$ cat src/rtl/fpga_config_loader_pkg.sv
// Shared types and constants for the FPGA configuration loader: FSM states,
// LE config word field layout, default preamble and output-select codes.
package fpga_config_loader_pkg;

    typedef enum logic [2:0] {
        ST_IDLE  = 3'd0,
        ST_SYNC  = 3'd1,
        ST_LOAD  = 3'd2,
        ST_CHECK = 3'd3,
        ST_DONE  = 3'd4,
        ST_ERROR = 3'd5
    } state_e;

    localparam int          WORD_W            = 32;
    localparam int          SYNC_W            = 16;
    localparam logic [15:0] SYNC_WORD_DEFAULT = 16'hA5C3;

    // LE config word layout: [31:16] lut, [15:8] lut inputs, then four 2-bit output selects.
    localparam int LUT_LSB    = 16;
    localparam int LUT_W      = 16;
    localparam int LUTINS_LSB = 8;
    localparam int LUTINS_W   = 8;
    localparam int NORTH_LSB  = 6;
    localparam int EAST_LSB   = 4;
    localparam int WEST_LSB   = 2;
    localparam int SOUTH_LSB  = 0;
    localparam int SEL_W      = 2;

    localparam logic [1:0] CONF_OFF  = 2'b00;
    localparam logic [1:0] CONF_LUT  = 2'b01;
    localparam logic [1:0] CONF_REG  = 2'b10;
    localparam logic [1:0] CONF_PASS = 2'b11;

endpackage

$ cat src/rtl/fpga_cfg_shifter.sv
// 32-bit MSB-first deserialiser with bit counter; word_valid marks the cycle the
// 32nd bit is consumed and word_next carries the completed word on that cycle.
module fpga_cfg_shifter
    import fpga_config_loader_pkg::*;
#(
    parameter int WIN_W = SYNC_W
) (
    input  logic              clk,
    input  logic              rst,
    input  logic              i_clear,
    input  logic              i_shift_en,
    input  logic              i_bit,
    output logic [WIN_W-1:0]  o_window,
    output logic [WORD_W-1:0] o_word_next,
    output logic              o_word_valid
);

    logic [WORD_W-1:0] r_shift;
    logic [4:0]        r_cnt;

    assign o_word_next  = {r_shift[WORD_W-2:0], i_bit};
    assign o_window     = r_shift[WIN_W-1:0];
    assign o_word_valid = i_shift_en && !i_clear && (r_cnt == 5'd31);

    // A clear coinciding with a consumed bit restarts with that bit as the first one.
    always_ff @(posedge clk) begin
        if (rst || (i_clear && !i_shift_en)) begin
            r_shift <= '0;
            r_cnt   <= '0;
        end else if (i_clear) begin
            r_shift <= {{(WORD_W-1){1'b0}}, i_bit};
            r_cnt   <= 5'd1;
        end else if (i_shift_en) begin
            r_shift <= o_word_next;
            r_cnt   <= r_cnt + 5'd1;
        end
    end

endmodule

$ cat src/rtl/fpga_config_loader.sv
// Serial bitstream loader: finds the preamble, writes R*C LE config words
// row-major to the grid, then verifies an XOR checksum before committing.
module fpga_config_loader
    import fpga_config_loader_pkg::*;
#(
    parameter int          R         = 5,
    parameter int          C         = 5,
    parameter logic [15:0] SYNC_WORD = SYNC_WORD_DEFAULT
) (
    input  logic                   clk,
    input  logic                   rst,
    input  logic                   start,
    input  logic                   ser_data,
    input  logic                   ser_valid,
    output logic                   ser_ready,
    output logic                   cfg_we,
    output logic [$clog2(R*C)-1:0] cfg_addr,
    output logic [31:0]            cfg_word,
    output logic                   cfg_commit,
    output logic                   cfg_done,
    output logic                   cfg_error,
    output state_e                 dbg_state
);

    localparam int             AW       = $clog2(R*C);
    localparam logic [AW-1:0]  LAST_IDX = AW'(R*C-1);

    state_e          r_state;
    state_e          w_next_state;
    logic [AW-1:0]   r_idx;
    logic [31:0]     r_csum;
    logic            r_cfg_we;
    logic [AW-1:0]   r_cfg_addr;
    logic [31:0]     r_cfg_word;
    logic            r_cfg_commit;

    logic            w_consume;
    logic            w_clear;
    logic            w_shift_en;
    logic [15:0]     w_window;
    logic [31:0]     w_word_next;
    logic            w_word_valid;
    logic [15:0]     w_window_next;

    // Handshake: a bit moves only when ser_valid && ser_ready; ser_ready depends on state alone.
    assign ser_ready     = (r_state == ST_SYNC) || (r_state == ST_LOAD) || (r_state == ST_CHECK);
    assign w_consume     = ser_valid && ser_ready;
    assign w_window_next = {w_window[14:0], ser_data};

    fpga_cfg_shifter #(.WIN_W(16)) u_shifter (
        .clk          (clk),
        .rst          (rst),
        .i_clear      (w_clear),
        .i_shift_en   (w_shift_en),
        .i_bit        (ser_data),
        .o_window     (w_window),
        .o_word_next  (w_word_next),
        .o_word_valid (w_word_valid)
    );

    always_comb begin
        w_next_state = r_state;
        w_clear      = 1'b0;
        w_shift_en   = w_consume;
        case (r_state)
            ST_IDLE: begin
                if (start) begin
                    w_next_state = ST_SYNC;
                    w_clear      = 1'b1;
                end
            end
            ST_SYNC: begin
                if (start) begin
                    w_clear = 1'b1;
                end else if (w_consume && (w_window_next == SYNC_WORD)) begin
                    // The last preamble bit must not land in the first config word.
                    w_next_state = ST_LOAD;
                    w_clear      = 1'b1;
                    w_shift_en   = 1'b0;
                end
            end
            ST_LOAD: begin
                if (w_word_valid && (r_idx == LAST_IDX)) begin
                    w_next_state = ST_CHECK;
                end
            end
            ST_CHECK: begin
                if (w_word_valid) begin
                    w_next_state = (w_word_next == r_csum) ? ST_DONE : ST_ERROR;
                end
            end
            ST_DONE, ST_ERROR: begin
                if (start) begin
                    w_next_state = ST_SYNC;
                    w_clear      = 1'b1;
                end
            end
            default: w_next_state = ST_IDLE;
        endcase
    end

    always_ff @(posedge clk) begin
        if (rst) begin
            r_state      <= ST_IDLE;
            r_idx        <= '0;
            r_csum       <= '0;
            r_cfg_we     <= 1'b0;
            r_cfg_addr   <= '0;
            r_cfg_word   <= '0;
            r_cfg_commit <= 1'b0;
        end else begin
            r_state      <= w_next_state;
            r_cfg_we     <= 1'b0;
            r_cfg_commit <= 1'b0;
            if ((r_state == ST_SYNC) && (w_next_state == ST_LOAD)) begin
                r_idx  <= '0;
                r_csum <= '0;
            end
            if ((r_state == ST_LOAD) && w_word_valid) begin
                r_cfg_we   <= 1'b1;
                r_cfg_addr <= r_idx;
                r_cfg_word <= w_word_next;
                r_csum     <= r_csum ^ w_word_next;
                r_idx      <= r_idx + 1'b1;
            end
            if ((r_state == ST_CHECK) && (w_next_state == ST_DONE)) begin
                r_cfg_commit <= 1'b1;
            end
        end
    end

    assign cfg_we     = r_cfg_we;
    assign cfg_addr   = r_cfg_addr;
    assign cfg_word   = r_cfg_word;
    assign cfg_commit = r_cfg_commit;
    assign cfg_done   = (r_state == ST_DONE);
    assign cfg_error  = (r_state == ST_ERROR);
    assign dbg_state  = r_state;

endmodule

$ cat config.mk
export PLATFORM = sky130hd
export DESIGN_NAME = fpga_config_loader
export DESIGN_NICKNAME = d
export VERILOG_FILES = /design/src/rtl/fpga_config_loader_pkg.sv /design/src/rtl/fpga_cfg_shifter.sv /design/src/rtl/fpga_config_loader.sv
export SDC_FILE = /design/constraint.sdc
export NUM_CORES = 1
export LEC_CHECK = 0
export BUFFER_PORTS_ARGS = -buffer_cell sky130_fd_sc_hd__buf_2
export CORE_MARGIN = 2
export CORE_UTILIZATION = 30
export DETAILED_ROUTE_END_ITERATION = 8
export MAX_ROUTING_LAYER = met4
export PLACE_DENSITY_LB_ADDON = 0.12
export SYNTH_ARGS = -nofsm -noshare
export SYNTH_HDL_FRONTEND = slang
export SYNTH_SLANG_ARGS = --single-unit
$ cat constraint.sdc
create_clock -name clk -period 4.1 [get_ports clk]
set_input_delay 0.205 -clock clk [delete_from_list [all_inputs] [get_ports clk]]
set_output_delay 0.205 -clock clk [all_outputs]
set_load 0.01 [all_outputs]
**After elaboration in Yosys (flattened, before gate mapping)**

Index checks and enable logic that the tools add are counted.

- Bitwise gates (word level): 1
- Eq/ne operators: 11
- Muxes and demuxes: 24
- Add/sub/neg operators: 2
- Reduce and logical (&&, ||, !) cells: 19

Operators by type and width:

| kind | number |
|---|---|
| $mux 32 | 2 |
| $eq 32x32->1 | 1 |
| $xor 32x32->32 | 1 |
| $eq 16x16->1 const B | 1 |
| $mux 3 | 5 |
| $mux 1 | 13 |
| $pmux 3 s4 | 1 |
| $add 5x1->5 const B | 2 |
| $eq 5x5->1 const B | 2 |
| $mux 5 | 2 |
| $eq 3x2->1 const B | 3 |
| $eq 3x3->1 const B | 3 |
| $logic_and 1x1->1 | 9 |
| $reduce_bool 2->1 | 2 |
| $eq 3x1->1 const B | 1 |
| $logic_not 3->1 | 1 |
| $logic_or 1x1->1 | 3 |
| $reduce_or 3->1 | 1 |
| $logic_not 1->1 | 2 |
| $pmux 1 s2 | 1 |
| $reduce_or 2->1 | 1 |

- Output and inout bits: 45
- Logic and storage cells: 68
- Register bits: 115
- Bits of input ports: 5

**Depth between registers and ports, before layout**

Gate-level depths: netlist of run 1.

- Depth in word-level cells: 18
- Depth in mapped cells: 10
- Depth with buffers taken out: 8

**Modules after synthesis**

From an unflattened synthesis of run 1, not the netlist that was laid out.

- Cells, all modules: 587
- Area, all modules: 5016.1 sq um

Modules (own cells, without submodules):

| module | cells each | instances | area each (sq um) | seq. area each (sq um) |
|---|---|---|---|---|
| fpga_config_loader | 445 | 1 | 3502.1 | 1581.5 |
| fpga_cfg_shifter | 142 | 1 | 1514.0 | 720.7 |

**Least setup slack after synthesis of run 1**

OpenSTA, ideal clock, no wires.

- Kind: flip-flop to flip-flop
- Start: register u_shifter.r_shift[5]
- End: register r_csum[10]
- Arrival time: 2.151 ns
- Cell stages (with the launch flop): 9
- Required time: 3.957 ns
- Period minus slack after synthesis: 2.294 ns
- Path slack: 1.806 ns
- Path through: dfxtp_1 > clkbuf_2 > nand4b_1 > or4b_4 > or4_1 > buf_2 > o21ai_4 > buf_8 > a211oi_2

- Cells in the longest elaborated chain, start to end: 14

Ends and longest elaborated chain:

| element | RTL line | source |
|---|---|---|
| start, declared | fpga_cfg_shifter.sv:18 | `logic [WORD_W-1:0] r_shift;` |
| start signal, assigned | fpga_cfg_shifter.sv:31 | `r_shift <= {{(WORD_W-1){1'b0}}, i_bit};` |
| start signal, assigned | fpga_cfg_shifter.sv:34 | `r_shift <= o_word_next;` |
| $eq 16x16->1 | fpga_config_loader.sv:75 | `end else if (w_consume && (w_window_next == SYNC_WORD)) begin` |
| $logic_and 1x1->1 | fpga_config_loader.sv:75 |  |
| $mux 1 | fpga_config_loader.sv:75 |  |
| $mux 1 | fpga_config_loader.sv:73 | `if (start) begin` |
| $pmux 1 s2 | fpga_config_loader.sv:65 | `case (r_state)` |
| $logic_not 1->1 | fpga_cfg_shifter.sv:23 | `assign o_word_valid = i_shift_en && !i_clear && (r_cnt == 5'd31);` |
| $logic_and 1x1->1 (2 in series) | fpga_cfg_shifter.sv:23 |  |
| $logic_and 1x1->1 | fpga_config_loader.sv:83 | `if (w_word_valid && (r_idx == LAST_IDX)) begin` |
| $mux 3 | fpga_config_loader.sv:83 |  |
| $pmux 3 s4 | fpga_config_loader.sv:65 |  |
| $eq 3x2->1 | fpga_config_loader.sv:115 | `if ((r_state == ST_SYNC) && (w_next_state == ST_LOAD)) begin` |
| $logic_and 1x1->1 | fpga_config_loader.sv:115 |  |
| $reduce_bool 2->1 (no line) | -- |  |
| end signal, assigned | fpga_config_loader.sv:123 | `r_csum <= r_csum ^ w_word_next;` |
| end, declared | fpga_config_loader.sv:31 | `logic [31:0] r_csum;` |

Several ways; a longest one is shown, not always the timed one.
A chain may end at the register's enable or synchronous reset.

**Worst setup path in the final report of run 1**

- Start: register u_shifter.r_shift[5]
- End: register r_csum[0]

The elaborated chain is that of the path after synthesis.

==> results of run 1 <==
## final timing paths
path / from / to
max: u_shifter.r_shift[5] / r_csum[0]
min: ser_data / cfg_word[0]
max reg2reg: u_shifter.r_shift[5] / r_csum[0]
min reg2reg: cfg_addr[3] / cfg_addr[3]
## worst max-delay path, stage by stage (launching register included)
cell and delay [ns]:
dfxtp_1 0.46, nand4b_1 0.16, or4b_4 0.54, or4_1 0.49, buf_4 0.26, o21ai_4 0.38
buf_4 0.44, a311oi_1 0.16
## cell usage in the layout (no fill, tap or decap), types with 11 or more instances in the layout
cell type,instances
dfxtp_1,115
a21oi_1,98
nand2_1,95
buf_2,49
nand3_1,33
xor2_1,32
o21ai_0,29
a211oi_1,22
a21o_1,20
clkbuf_16,17
o21a_1,13
nor2_1,11
## cell families after synthesis
kind of cell             share of synthesized area [%]
AO/OA/AOI/OAI                                     26.3
XOR/XNOR                                          5.60
multiplexers                                     0.800
adder cells (fa/ha/maj)                           1.00
AND/OR/NAND/NOR                                   15.6
flip-flops                                        46.0
buffers and inverters                             4.65
## power groups by stage
| stage | registers [W] | clock network (W) | logic [W] |
|---|---|---|---|
| floorplan | 0.00115 | 0 | 0.0000359 |
| global placement | 0.00115 | 0 | 0.0000539 |
| detailed placement | 0.00115 | 0 | 0.0000539 |
| CTS | 0.00112 | 0.00135 | 0.0000541 |
| global route | 0.00112 | 0.00140 | 0.0000586 |
| finish | 0.00112 | 0.00131 | 0.0000535 |
## flip-flops by register name, summed over array words and instances, names as in the netlist
| signal | flops |
|---|---|
| cfg_addr | 5 |
| cfg_commit | 1 |
| cfg_we | 1 |
| cfg_word | 32 |
| dbg_state | 3 |
| r_csum | 32 |
| r_idx | 5 |
| u_shifter.r_cnt | 5 |
| u_shifter.r_shift | 31 |
## stage by stage
stage / setup slack (ns) / utilization, %
global placement: 1.13 / 32.8
finish: 1.03 / 36.0
floorplan: 1.81 / -
global route: 0.863 / 36.0
CTS: 1.04 / 36.0
detailed placement: 1.06 / 32.8
## per-layer routing
metal  track usage [%]  vias to the layer above
li1                  -                     2153
met1              22.3                     2046
met2              25.0                       76
met3              3.42                       11
met4              6.50                        0
met5                 -                        -
## final cells by class
type | count | area [um2] | share of cell area (%)
Multi-Input combinational cell | 419 | 2480 | 41.9
Sequential cell | 115 | 2300 | 38.9
Clock buffer | 23 | 468 | 7.90
Timing Repair Buffer | 59 | 320 | 5.41
Tap cell | 220 | 275 | 4.65
Clock inverter | 9 | 57.6 | 0.971
Inverter | 5 | 18.8 | 0.317
==> metrics.txt, run 1 <==
status=finished clean; #FFs+latches synth=115; ant diodes=0; remaining global-route overflow=0; row cnt=47; Rel. slew slack=27.0%; clk slew on worst S/H paths=0.05 ns; Routed WL=13800 um; hold_buf cts=0; clk_skew=0.0119 ns; met2 wire length=6350 um; crit path max fanout=28; Sequential Power Share=45.2%; max_cap viols=0; final-report hold violation count=0; worst reg2reg path depth=7; fin. max-slew vios=0; layout cells sized above 1=16.5%; Sink Count=115; Finished Layout Cells=850; worst skew pair latency=0.42 ns; root buffer cell=clkbuf_16; synthesis-to-layout area growth=18.4%; Mean Syn Cell Area=8.51 um2; Post-Syn Area=5010 um2; Seq/Total Area, Yosys=46.0%; Iteration-0 DRC Markers=263; min cycle time layout=3.07 ns; first-pass GRT wire length=22500 um; initial antenna violation count=0; gpl congestion=0.765; post-route clock period utilization=74.9%; slack of the worst reg-to-reg path=1.03 ns; met1 wire length=6720 um; Logic pwr share=2.1%; chip width=133 um; chip height=133 um; Post-DP Area=5400 um2; top-area cell type share of the netlist area=46.0%; Synth Warn #=0; pwr dens=420 nW/um2; post-CTS sizing=0; Async SR Flop Fraction=0%; Synth area leaders=dfxtp_1, a21oi_1, nand2_1; required time of the critical path=4.35 ns; IR drop worst, VDD=0.292 mV; Top Metal Used=met4; Die ar.=17700 um2; postcts setup bufs=0; drt drc=0; count of cell types in the netlist=41; Max clock buf depth=2; vias in the first global route=4125; clock share of power=52.7%; Setup CP Type=reg2reg; CTS tree=built; pin count of the biggest net entering global routing=84; Final setup viols=0; filler cell count=1736; DRT antenna net count=0; worst min path class=in2reg; Min Hold Slack=0.0852 ns; core region area=16500 um2; drt wl/cell=16.2 um; met3 wire length=500 um; commonest cells in the netlist=dfxtp_1, a21oi_1, nand2_1, clkbuf_1, nand3_1; Finished Cell Area=5930 um2; worst slew pin tran=1.09 ns; Initial Util=30.4%; Synth area leader=dfxtp_1; hold depth=3; Post-synth EDFFs=0; I/O pin cnt=50; Synth Flop Type=dfxtp_1; routed vias/inst=5.04; Nets=626; HPWL after DPL=8480 um; crit path capture type=flop; Cells after Synth=588; net load switching power=0.000559 W; most frequent cell after synthesis=dfxtp_1; maximum clock frequency=326 MHz; LEAKAGE=2.21 nW; Arrival @ worst endpoint=3.32 ns; Cell Count Post-Placement=818; Setup TNS=0 ns; number of port buffers=49; H-tree depth=4; unrepaired setup endpoints after global routing=false; switch share=22.5%; Final Power=0.00249 W; post-synth net total=597; internal power=0.00193 W; CP startpoint kind=flop; routed vias=4286; DRT Pass-1 Iters=5; Total GRT Usage=16.7%; CTS buffer count=17
(Power assumes the default switching activity.)
==> run 2: changes to the inputs <==
==> constraint.sdc (replaced) <==
create_clock -name clk -period 3.2 [get_ports clk]
set_input_delay 0.16 -clock clk [delete_from_list [all_inputs] [get_ports clk]]
set_output_delay 0.16 -clock clk [all_outputs]
set_load 0.01 [all_outputs]
==> run 2 against run 1 <==
Core utilization rose by 0.59 points. Global-route usage fell by 0.41 points. Final area rose by 1.6%. Register-to-register slack got worse by 0.43 ns. Sequential power rose by 29%. Flip-flop and latch count did not move. Wire length fell by 1.2%. First-iteration DRC count fell by 6.8%. Worst setup slack got worse by 0.43 ns. Critical path type unchanged. Highest routed layer unchanged.
==> metrics.txt, run 2 (synthesis results as in run 1) <==
flip-flop and latch area=2300 um2 (unchanged); initial antenna violation count=0 (unchanged); chip width=133 um (unchanged); H-tree depth=4 (unchanged); ant diodes=0 (unchanged); crit path capture type=flop (unchanged); Iteration-0 DRC Markers=245 (was 263); CP startpoint kind=flop (unchanged); Setup CP Type=reg2reg (unchanged); gpl congestion=0.732 (was 0.765); worst slew pin tran=1.10 ns (was 1.09 ns); remaining global-route overflow=0 (unchanged); CTS buffer count=17 (unchanged); Crit path max-delay family=simple AND/OR/NAND/NOR gates (unchanged); min cycle time layout=2.60 ns (was 3.07 ns); drt wl/cell=16.0 um (was 16.2 um); crit path max fanout=34 (was 28); hold depth=3 (unchanged); Die ar.=17700 um2 (unchanged); DRT antenna net count=0 (unchanged); worst min path class=in2reg (unchanged); max_cap viols=0 (unchanged); unrepaired setup endpoints after global routing=false (unchanged); post-route clock period utilization=81.2% (was 74.9%); Initial Util=30.4% (unchanged); commonest non-fill, non-tap cell in the layout=dfxtp_1 (unchanged); slack of the worst reg-to-reg path=0.60 ns (was 1.03 ns); Critical Path, Cell by Cell=ha_1 -> and3_1 -> ha_1 -> nand2_1 -> or3_2 -> buf_4 -> a21o_1 -> a211oi_1 (was nand4b_1 -> or4b_4 -> or4_1 -> buf_4 -> o21ai_4 -> buf_4 -> a311oi_1); status=finished clean (unchanged); pwr dens=558 nW/um2 (was 420 nW/um2); reg-to-reg endpoint=r_csum[21] (was r_csum[0]); CP bufs+invs=1 (was 2); DRT Pass-1 Iters=6 (was 5); Nets=629 (was 626); Routed WL=13600 um (was 13800 um); filler cell count=1745 (was 1736); Final setup viols=0 (unchanged); postcts setup bufs=0 (unchanged); Crit-path slowest cell=or3_2 (was or4b_4); Max clock buf depth=2 (unchanged); worst skew pair latency=0.41 ns (was 0.42 ns); IR drop worst, VDD=0.387 mV (was 0.292 mV); LEAKAGE=2.27 nW (was 2.21 nW); hold_buf cts=0 (unchanged); worst reg2reg path depth=8 (was 7); chip height=133 um (unchanged); row cnt=47 (unchanged); drt drc=0 (unchanged); synthesis-to-layout area growth=20.3% (was 18.4%); CTS tree=built (unchanged); routed vias/inst=5.15 (was 5.04); pin count of the biggest net entering global routing=84 (unchanged); Stages on worst setup path=8 (was 7); root buffer cell=clkbuf_16 (unchanged); layout cells sized above 1=16.9% (was 16.5%); most frequent cells in the layout=dfxtp_1, a21oi_1, nand2_1 (unchanged); fin. max-slew vios=0 (unchanged); I/O pin cnt=50 (unchanged); Total GRT Usage=16.3% (was 16.7%); maximum clock frequency=385 MHz (was 326 MHz); Min Hold Slack=0.0581 ns (was 0.0852 ns); number of port buffers=49 (unchanged); final-report hold violation count=0 (unchanged); Rel. slew slack=26.9% (was 27.0%); Sink Count=115 (unchanged); first-pass GRT wire length=22100 um (was 22500 um); routed vias=4386 (was 4286); Arrival @ worst endpoint=2.91 ns (was 3.32 ns); CP dominant cell by count=ha_1 (was buf_4); Setup TNS=0 ns (unchanged); HPWL after DPL=8730 um (was 8480 um); clk slew on worst S/H paths=0.05 ns (about the same); HP Start=ser_data (unchanged); required time of the critical path=3.51 ns (was 4.35 ns); post-CTS sizing=0 (unchanged); core region area=16500 um2 (unchanged); clk_skew=0.00759 ns (was 0.0119 ns); slowest stage delay, CP=0.64 ns (was 0.54 ns); Multi-input gate area=2480 um2 (unchanged); worst hold endpoint=cfg_word[0] (unchanged); vias in the first global route=4162 (was 4125); reg2reg start=u_shifter.r_cnt[0] (was u_shifter.r_shift[5])
run 2: cell count changes in the layout (fill, tap and decap cells not counted), sizes merged:
cell and delta:
clkinv -5, buf +3, clkinvlp -2, bufinv +1
clkbuf +5
run 2: layout make-up:
class	instances	share of cell area, %
Clock buffer	28	9.08
Multi-Input combinational cell	419	41.2
Clock inverter	3	0.665
Timing Repair Buffer	62	5.90
Inverter	5	0.312
Tap cell	220	4.57
Sequential cell	115	38.2
run 2: where the power goes:
part | internal [W] | switching, W | total [W] | leakage (nW)
Combinational | 0.0000140 | 0.0000552 | 0.0000693 | 1.05
Clock | 0.00123 | 0.000623 | 0.00185 | 0.293
Sequential | 0.00144 | 0.00000397 | 0.00144 | 0.926
Total | 0.00268 | 0.000682 | 0.00336 | 2.27
run 2: routing by layer:
metal  GRT usage [%]  vias to the layer above  routed length (um)
met1            21.3                     2130                6590
met2            24.6                       93                6320
met4            4.85                        0                 116
met3            4.76                       11                 577
met5               -                        -                   0
li1                -                     2152                   -
run 2: worst max-delay path by stage:
| stage | startpoint | end |
|---|---|---|
| finish | u_shifter.r_cnt[0] | r_csum[21] |
| global route | u_shifter.r_cnt[0] | r_csum[21] |
| CTS | u_shifter.r_cnt[0] | r_csum[21] |
| detailed placement | u_shifter.r_cnt[0] | r_csum[21] |
| global placement | u_shifter.r_cnt[0] | r_csum[1] |
| floorplan | u_shifter.r_shift[5] | r_csum[10] |
run 2: stage by stage:
stage | total power, W | util [%] | instances | setup slack, ns | instance area (um2)
6_report | 0.00336 | 36.6 | 852 | 0.601 | 6020
3_3_place_gp | 0.00154 | 33.0 | 821 | 0.647 | 5440
2_1_floorplan | 0.00151 | - | 588 | 0.906 | 5010
3_5_place_dp | 0.00154 | 33.0 | 821 | 0.579 | 5440
4_1_cts | 0.00341 | 36.6 | 852 | 0.568 | 6020
5_1_grt | 0.00347 | 36.6 | 852 | 0.428 | 6020
run 2: worst min-delay path: cells and delay by family:
kind	cells	cell delay [ns]
AO/OA/AOI/OAI	1	0.05
buffers and inverters	1	0.14
AND/OR/NAND/NOR	1	0.06
==> run 3: changes to the inputs <==
==> constraint.sdc (replaced) <==
create_clock -name clk -period 2.7 [get_ports clk]
set_input_delay 0.135 -clock clk [delete_from_list [all_inputs] [get_ports clk]]
set_output_delay 0.135 -clock clk [all_outputs]
set_load 0.01 [all_outputs]
==> run 3 against run 2 <==
Clock skew is 0.0015 ns lower. Critical path depth unchanged. Worst hold slack lost 0.028 ns. Sequential power is 18% higher. Sequential share of layout area fell by 0.88 points. Non-clock buffer count is 14 higher. First-iteration DRC count grew 6.5%. Critical path type unchanged. Critical endpoint is now r_csum[15].
==> metrics.txt, run 3 (synthesis results as in run 1) <==
root buffer cell=clkbuf_16 (unchanged); HP Start=ser_data (unchanged); Sink Count=115 (unchanged); drt wl/cell=15.7 um (was 16.0 um); ant diodes=0 (unchanged); crit path capture type=flop (unchanged); reg2reg start=u_shifter.r_cnt[0] (unchanged); crit path max fanout=35 (was 34); CTS buffer count=17 (unchanged); Nets=643 (was 629); final core utilization=37.4% (was 36.6%); Logic pwr share=2.2% (was 2.1%); postcts setup bufs=0 (unchanged); Setup CP Type=reg2reg (unchanged); Final setup viols=0 (unchanged); vias in the first global route=4026 (was 4162); commonest non-fill, non-tap cell in the layout=dfxtp_1 (unchanged); clk slew on worst S/H paths=0.05 ns (about the same); remaining global-route overflow=0 (unchanged); Crit-path slowest cell=or3_2 (unchanged); worst skew pair latency=0.42 ns (was 0.41 ns); chip width=133 um (unchanged); maximum clock frequency=412 MHz (was 385 MHz); Routed WL=13600 um (about the same); first-pass GRT wire length=22000 um (was 22100 um); fin. max-slew vios=0 (unchanged); synthesis-to-layout area growth=23.1% (was 20.3%); pwr dens=661 nW/um2 (was 558 nW/um2); number of port buffers=49 (unchanged); clock share of power=56.0% (was 55.0%); IR drop worst, VDD=0.438 mV (was 0.387 mV); clk_skew=0.00612 ns (was 0.00759 ns); Total GRT Usage=16.3% (about the same); Setup TNS=0 ns (unchanged); DRT Pass-1 Iters=4 (was 6); I/O pin cnt=50 (unchanged); routed vias/inst=5.06 (was 5.15); CP startpoint kind=flop (unchanged); Rel. slew slack=36.7% (was 26.9%); min cycle time layout=2.43 ns (was 2.60 ns); switch share=21.7% (was 20.3%); post-route clock period utilization=89.9% (was 81.2%); internal power=0.00319 W (was 0.00268 W); DRT antenna net count=0 (unchanged); Initial Util=30.4% (unchanged); slowest stage delay, CP=0.53 ns (was 0.64 ns); row cnt=47 (unchanged); Cell Count Post-Placement=835 (was 821); pin count of the biggest net entering global routing=84 (unchanged); drt drc=0 (unchanged); required time of the critical path=3.02 ns (was 3.51 ns); core region area=16500 um2 (unchanged); LEAKAGE=2.35 nW (was 2.27 nW); Iteration-0 DRC Markers=261 (was 245); gpl congestion=0.770 (was 0.732); Setup crit start=u_shifter.r_cnt[0] (unchanged); chip height=133 um (unchanged); layout cells sized above 1=19.2% (was 16.9%); hold_buf cts=0 (unchanged); final-report hold violation count=0 (unchanged); net load switching power=0.000884 W (was 0.000682 W); max_cap viols=0 (unchanged); routed vias=4382 (was 4386); worst min path class=in2reg (unchanged); post-CTS sizing=0 (unchanged); Arrival @ worst endpoint=2.75 ns (was 2.91 ns); Finished Layout Cells=866 (was 852); Max clock buf depth=2 (unchanged); HPWL after DPL=8960 um (was 8730 um); worst slew pin tran=0.949 ns (was 1.10 ns); most frequent cells in the layout=dfxtp_1, a21oi_1, nand2_1 (unchanged); initial antenna violation count=0 (unchanged); Min Hold Slack=0.0304 ns (was 0.0581 ns); Sequential Power Share=41.8% (was 42.9%); unrepaired setup endpoints after global routing=false (unchanged); CP dominant cell by count=ha_1 (unchanged); CTS tree=built (unchanged); H-tree depth=4 (unchanged); status=finished clean (unchanged); Critical Path, Cell by Cell=ha_1 -> and3_1 -> ha_1 -> nand2_1 -> or3_2 -> buf_4 -> a21o_1 -> a211oi_1 (unchanged); Die ar.=17700 um2 (unchanged)
run 3: cell count changes in the layout (fill, tap and decap cells not counted), sizes merged:
cell | previous run | this run
clkinv | 2 | 7
clkinvlp | 0 | 2
bufinv | 1 | 3
inv | 5 | 6
buf | 62 | 76
clkbuf | 28 | 18
run 3: final cells by class:
cell class | count | area (um2)
clock buffers | 18 | 439
multi-input cells | 419 | 2480
well taps | 220 | 275
clock inverters | 13 | 160
inverters | 5 | 18.8
fillers | 1713 | 10300
flip-flops and latches | 115 | 2300
repair buffers | 76 | 485
run 3: worst max-delay path, delay by kind of cell (launching register included):
| kind | cells | cell delay, ns |
|---|---|---|
| compound gates | 2 | 0.43 |
| fa+ha+maj | 2 | 0.41 |
| buf+inv | 1 | 0.30 |
| flops | 1 | 0.38 |
| simple gates | 3 | 0.79 |
run 3: path summary, 6_finish.rpt:
path / cells after the start / slack [ns] / to
max: 8 / 0.27 / r_csum[15]
min: 3 / 0.03 / cfg_word[0]
max reg2reg: 8 / 0.27 / r_csum[15]
min reg2reg: 2 / 0.45 / cfg_addr[2]
run 3: metrics by stage:
step | total power (W) | area [um2] | setup WS, ns
after CTS | 0.00413 | 6160 | 0.254
after detailed placement | 0.00183 | 5570 | 0.275
after floorplan | 0.00179 | 5010 | 0.406
after global routing | 0.00421 | 6160 | 0.0646
final | 0.00407 | 6160 | 0.272
after global placement | 0.00183 | 5570 | 0.362
run 3: power groups by stage:
stage	sequential [W]	combinational, W	clock, W
floorplan	0.00174	0.0000545	0
global placement	0.00174	0.0000880	0
detailed placement	0.00174	0.0000890	0
CTS	0.00170	0.0000885	0.00234
global route	0.00170	0.0000964	0.00241
finish	0.00170	0.0000890	0.00228
run 3: metal layers:
layer / routed length [um] / track usage [%]
met1: 6590 / 21.3
met2: 6160 / 24.6
met3: 624 / 3.58
met4: 244 / 6.68
met5: 0 / -
